<file path="config.mk">
export PLATFORM = sky130hd
export DESIGN_NAME = multi_phase_pwm
export DESIGN_NICKNAME = d
export VERILOG_FILES = /design/src/rtl/multi_phase_pwm.sv
export SDC_FILE = /design/constraint.sdc
export NUM_CORES = 1
export LEC_CHECK = 0
export CAP_MARGIN = 0
export CORE_UTILIZATION = 53
export CTS_CLUSTER_SIZE = 10
export DETAILED_ROUTE_END_ITERATION = 16
export PLACE_DENSITY = 0.81
export REMOVE_ABC_BUFFERS = 1
export SYNTH_ARGS = -nofsm -noshare
export SYNTH_HDL_FRONTEND = slang
export SYNTH_SLANG_ARGS = --single-unit
</file>
<file path="constraint.sdc">
create_clock -name clk -period 2.33 [get_ports clk]
set_clock_uncertainty 0.15 [all_clocks]
set_input_delay 0.466 -clock clk [delete_from_list [all_inputs] [get_ports clk]]
set_output_delay 0.466 -clock clk [all_outputs]
set_load 0.05 [all_outputs]
</file>
<file path="src/rtl/multi_phase_pwm.sv">
// multi_phase_pwm
//   Multi-phase half-bridge PWM generator with shadowed duty registers,
//   per-phase dead-time insertion and edge- or center-aligned counting.
//
// Ports
//   clk           sole clock
//   rst_n         asynchronous active-low reset
//   enable        global output enable (0 forces every FET off)
//   load          one-cycle strobe capturing duty_in into the shadow registers
//   duty_in       packed duties, phase k at [k*(COUNTER_WIDTH+1) +: COUNTER_WIDTH+1]
//   high_z        per-phase float request (both FETs off)
//   pwm_high      registered high-side gate drive
//   pwm_low       registered low-side gate drive
//   period_start  high during every cycle in which the counter is 0
//
// Counter FSM
//   state   | meaning
//   ST_IDLE | first cycle out of reset, counter held at 0
//   ST_UP   | counting up; wraps to 0 (edge) or turns down (center) at MAX_COUNTER
//   ST_DOWN | center mode only, counting down to 1 then back to 0
module multi_phase_pwm #(
  parameter int NUM_PHASES     = 3,
  parameter int COUNTER_WIDTH  = 9,
  parameter int MAX_COUNTER    = 511,
  parameter int DEAD_TIME      = 3,
  parameter int CENTER_ALIGNED = 0
) (
  input  logic                                      clk,
  input  logic                                      rst_n,
  input  logic                                      enable,
  input  logic                                      load,
  input  logic [NUM_PHASES*(COUNTER_WIDTH+1)-1:0]   duty_in,
  input  logic [NUM_PHASES-1:0]                     high_z,
  output logic [NUM_PHASES-1:0]                     pwm_high,
  output logic [NUM_PHASES-1:0]                     pwm_low,
  output logic                                      period_start
);

  localparam int DW = COUNTER_WIDTH + 1;
  localparam logic [COUNTER_WIDTH-1:0] CNT_MAX = COUNTER_WIDTH'(MAX_COUNTER);
  localparam logic [COUNTER_WIDTH-1:0] CNT_ONE = COUNTER_WIDTH'(1);
  localparam logic [7:0]               DT_LOAD = 8'(DEAD_TIME);

  typedef enum logic [1:0] {
    ST_IDLE = 2'd0,
    ST_UP   = 2'd1,
    ST_DOWN = 2'd2
  } state_t;

  state_t                            r_state;
  state_t                            w_state_nxt;
  logic [COUNTER_WIDTH-1:0]          r_cnt;
  logic [COUNTER_WIDTH-1:0]          w_cnt_nxt;
  logic [NUM_PHASES*DW-1:0]          r_shadow;
  logic [NUM_PHASES*DW-1:0]          r_active;
  logic [NUM_PHASES-1:0]             w_ideal;
  logic [NUM_PHASES-1:0]             r_ideal_prev;
  logic [NUM_PHASES-1:0]             w_drive;
  logic [7:0]                        r_dt     [NUM_PHASES];
  logic [7:0]                        w_dt_nxt [NUM_PHASES];

  always_ff @(posedge clk or negedge rst_n) begin
    if (!rst_n) begin
      r_state <= ST_IDLE;
      r_cnt   <= '0;
    end else begin
      r_state <= w_state_nxt;
      r_cnt   <= w_cnt_nxt;
    end
  end

  always_comb begin
    w_state_nxt = r_state;
    w_cnt_nxt   = r_cnt;
    case (r_state)
      ST_IDLE: begin
        w_state_nxt = ST_UP;
        w_cnt_nxt   = '0;
      end
      ST_UP: begin
        if (r_cnt == CNT_MAX) begin
          if (CENTER_ALIGNED != 0) begin
            w_state_nxt = ST_DOWN;
            w_cnt_nxt   = CNT_MAX - CNT_ONE;
          end else begin
            w_cnt_nxt   = '0;
          end
        end else begin
          w_cnt_nxt = r_cnt + CNT_ONE;
        end
      end
      ST_DOWN: begin
        if (r_cnt <= CNT_ONE) begin
          w_state_nxt = ST_UP;
          w_cnt_nxt   = '0;
        end else begin
          w_cnt_nxt = r_cnt - CNT_ONE;
        end
      end
      default: begin
        w_state_nxt = ST_IDLE;
        w_cnt_nxt   = '0;
      end
    endcase
  end

  assign period_start = (r_cnt == '0) && (r_state != ST_IDLE);

  // Active duties are swapped in on the edge that enters counter==0 so the
  // new value already governs the compare of the first cycle of the period.
  always_ff @(posedge clk or negedge rst_n) begin
    if (!rst_n) begin
      r_shadow <= '0;
      r_active <= '0;
    end else begin
      if (load) begin
        r_shadow <= duty_in;
      end
      if (w_cnt_nxt == '0) begin
        r_active <= r_shadow;
      end
    end
  end

  // Dead-time: any change in the ideal level (or a float/disable request)
  // reloads the counter; a side is only driven once the counter has run out.
  always_comb begin
    for (int k = 0; k < NUM_PHASES; k++) begin
      w_ideal[k]  = ({1'b0, r_cnt} < r_active[k*DW +: DW]);
      w_dt_nxt[k] = r_dt[k];
      if (high_z[k] || !enable || (w_ideal[k] != r_ideal_prev[k])) begin
        w_dt_nxt[k] = DT_LOAD;
      end else if (r_dt[k] != 8'd0) begin
        w_dt_nxt[k] = r_dt[k] - 8'd1;
      end
      w_drive[k] = (w_dt_nxt[k] == 8'd0);
    end
  end

  always_ff @(posedge clk or negedge rst_n) begin
    if (!rst_n) begin
      r_ideal_prev <= '0;
      pwm_high     <= '0;
      pwm_low      <= '0;
      for (int k = 0; k < NUM_PHASES; k++) begin
        r_dt[k] <= DT_LOAD;
      end
    end else begin
      r_ideal_prev <= w_ideal;
      pwm_high     <= w_drive & w_ideal;
      pwm_low      <= w_drive & ~w_ideal;
      for (int k = 0; k < NUM_PHASES; k++) begin
        r_dt[k] <= w_dt_nxt[k];
      end
    end
  end

endmodule
</file>
==> out/results.ini <==
[run_status]
status=complete, but fails checks
failed_checks=negative setup slack

[clocking]
cts-root-buf=clkbuf_8
cts_buffers=9
cts_tree=yes
clock_latency_ps=390
numClockSinks=103
clk_pin_slew_ps=100
htree_levels=3
cts_buffer_depth=2

[grt]
antenna_found_initial=0
overflow=0
grt_max_degree=41
grt_usage=0.235
grt_pass1_wl_um=18500
grt_pass1_vias=4005

[min_path]
hold_class=register to register

[job]
cap_violations=0

[timing]
setup_viol=31
timing.fmax_mhz=388
worst_hold_slack_ps=311
period_share=1.11
slew_violations=0
worst_pin_slew_ps=544
finalSetupTns_ps=-5920
hold_viol=0
fin_crit_ps=2580
finalWorstSetupSlack_ps=-249
maxSlewHeadroom=0.634
rsz0062_at_grt=true

[layout]
finish.utilization=0.708
antenna_cells=0
fin_area_um2=6890
finalNetCount=624
area_growth_pct=29.5
n_fill_cell=689
mostFrequentLayoutCells=dfrtp_1, buf_4, clkdlybuf4s50_1, inv_1
drive_gt1_frac=0.368
mostFrequentLayoutCell=dfrtp_1

[route]
drt_first_pass_iters=5
drt_wl_total_um=11700
detailroute.via_count=3857
wire_per_inst_um=16.9
drt_iter0_markers=130
vias_per_cell=5.57
final_antenna_net_count=0
route.detailed.drc=0

[place]
dpl.hpwl_um=7460
port_buffers=43
globalplace.congestion=0.887
place_area_um2=6210

[yosys]
async_flop_share=1.00
syn_inst=453
synth-edff-count=0
ys_ff_latch=103
synthesis.area_um2=5320
avgSynthCellArea_um2=11.7
yosysSeqAreaShare=0.486
synth_flop_cell=dfrtp_1
yosysUniqueCellTypes=61
ys_warn_count=0

[worst_setup_path]
cp_data_required_time_ps=2460
crit_path_max_fanout=5
crit_path_start_kind=register
worstSetupPathType=register to register
endpoint_kind=register
critical_path_arrival_ps=2710

[floorplanning]
die_width_um=102
ios=44
core_um2=9730
fp-row-count=36
fp.dieArea_um2=10400
die_h_um=102
start_util=0.547

[power_and_ir_drop]
power-per-cell-area_nw_per_um2=607
p_leak_nw=3.17
ir_worst_vdd_uv=594
p_total_mw=4.18

[layout make-up]
class	instances	area, µm²	area share
clock buffers	9	124	0.0180
clock inverters	6	46.3	0.00672
inverters	39	146	0.0213
multi-input cells	300	2810	0.407
flip-flops and latches	103	2590	0.376
well taps	133	166	0.0242
repair buffers	103	1010	0.147
[worst paths after layout]
path                            cells past startpoint                      start                      end  slack [ps]
worst max-delay path                               12         r_cnt[0]$_DFF_PN0_  r_active[8]$_DFFE_PN0N_        -250
worst min-delay path                                1  r_ideal_prev[0]$_DFF_PN0_     pwm_low[0]$_DFF_PN0_         310
worst max register to register                     12         r_cnt[0]$_DFF_PN0_  r_active[8]$_DFFE_PN0N_        -250
worst min register to register                      1  r_ideal_prev[0]$_DFF_PN0_     pwm_low[0]$_DFF_PN0_         310
max in group asynchronous                           3                      rst_n  r_shadow[5]$_DFFE_PN0P_         990
min in group asynchronous                           2                      rst_n       r_dt[11]$_DFF_PN0_         430
[worst max-delay path: stages (launching register included)]
cell      delay [ps]
dfrtp_1          380
buf_4            120
buf_6             80
ha_2             160
nand4_1          150
nor2_1           160
ha_2             200
nand2b_4         130
nand3b_1         120
o311a_4          300
buf_12           130
buf_16           120
mux2_4           300
[synth_stat cells, types with 4 or more instances]
cell | instances | share of area
xor2_1 | 5 | 0.0082
inv_1 | 39 | 0.028
or3_1 | 5 | 0.0059
clkbuf_1 | 6 | 0.0042
mux2_4 | 30 | 0.085
o21ai_0 | 12 | 0.011
nor3b_1 | 6 | 0.0085
a211oi_1 | 7 | 0.0099
a21o_1 | 4 | 0.0056
nor2_1 | 35 | 0.025
nor3_1 | 9 | 0.0085
nor2b_1 | 5 | 0.0059
nor4_1 | 5 | 0.0059
buf_6 | 4 | 0.0085
ha_1 | 31 | 0.073
nand3_1 | 7 | 0.0066
xnor2_1 | 12 | 0.020
mux2_2 | 32 | 0.068
a21oi_1 | 16 | 0.015
nand2b_1 | 8 | 0.0094
dfrtp_1 | 97 | 0.46
nand3b_1 | 5 | 0.0071
dfstp_2 | 6 | 0.030
nand2_1 | 16 | 0.011
[sequential cells by signal (all words and copies together), names as in the netlist]
name and cells:
r_active 30, r_shadow 30, r_dt 24, r_cnt 9, pwm_high 3, pwm_low 3
r_ideal_prev 3, r_state 1
[power by group]
part	switching [mW]	internal, mW
logic	0.454	0.580
clock network	0.638	0.392
registers	0.135	1.98
total	1.23	2.95
[what timing repair did]
action	CTS	global route
cloned	2	1
endpoints found under the setup margin	49	57
pin swaps	5	23
hold endpoints to repair	28	0
gates resized for setup	25	42
buffers inserted	6	9
hold buffers	1	0
[kinds of logic after synthesis]
logic type               after synthesis  share of synthesized area
buffers and inverters                 50                     0.0412
flip-flops                           103                      0.486
AND/OR/NAND/NOR                      124                      0.134
other                                  1                   0.000705
adder cells (fa/ha/maj)               31                     0.0729
AO/OA/AOI/OAI                         63                     0.0814
XOR/XNOR                              17                     0.0280
multiplexers                          64                      0.156
[stage by stage]
stage | cells | setup WS [ps]
3_3_place_gp | 660 | -12.5
4_1_cts | 684 | -213
2_1_floorplan | 442 | -1000
6_report | 693 | -249
5_1_grt | 693 | -411
3_5_place_dp | 660 | -83.6
[routing by layer]
layer  wire length [µm]  vias up  global-route usage
met5                  0        -                   0
met4                410        0               0.102
met3                407       41              0.0602
met2               6210       93               0.431
met1               4690     1921               0.256
li1                   -     1802                   -
(Power assumes the default switching activity.)
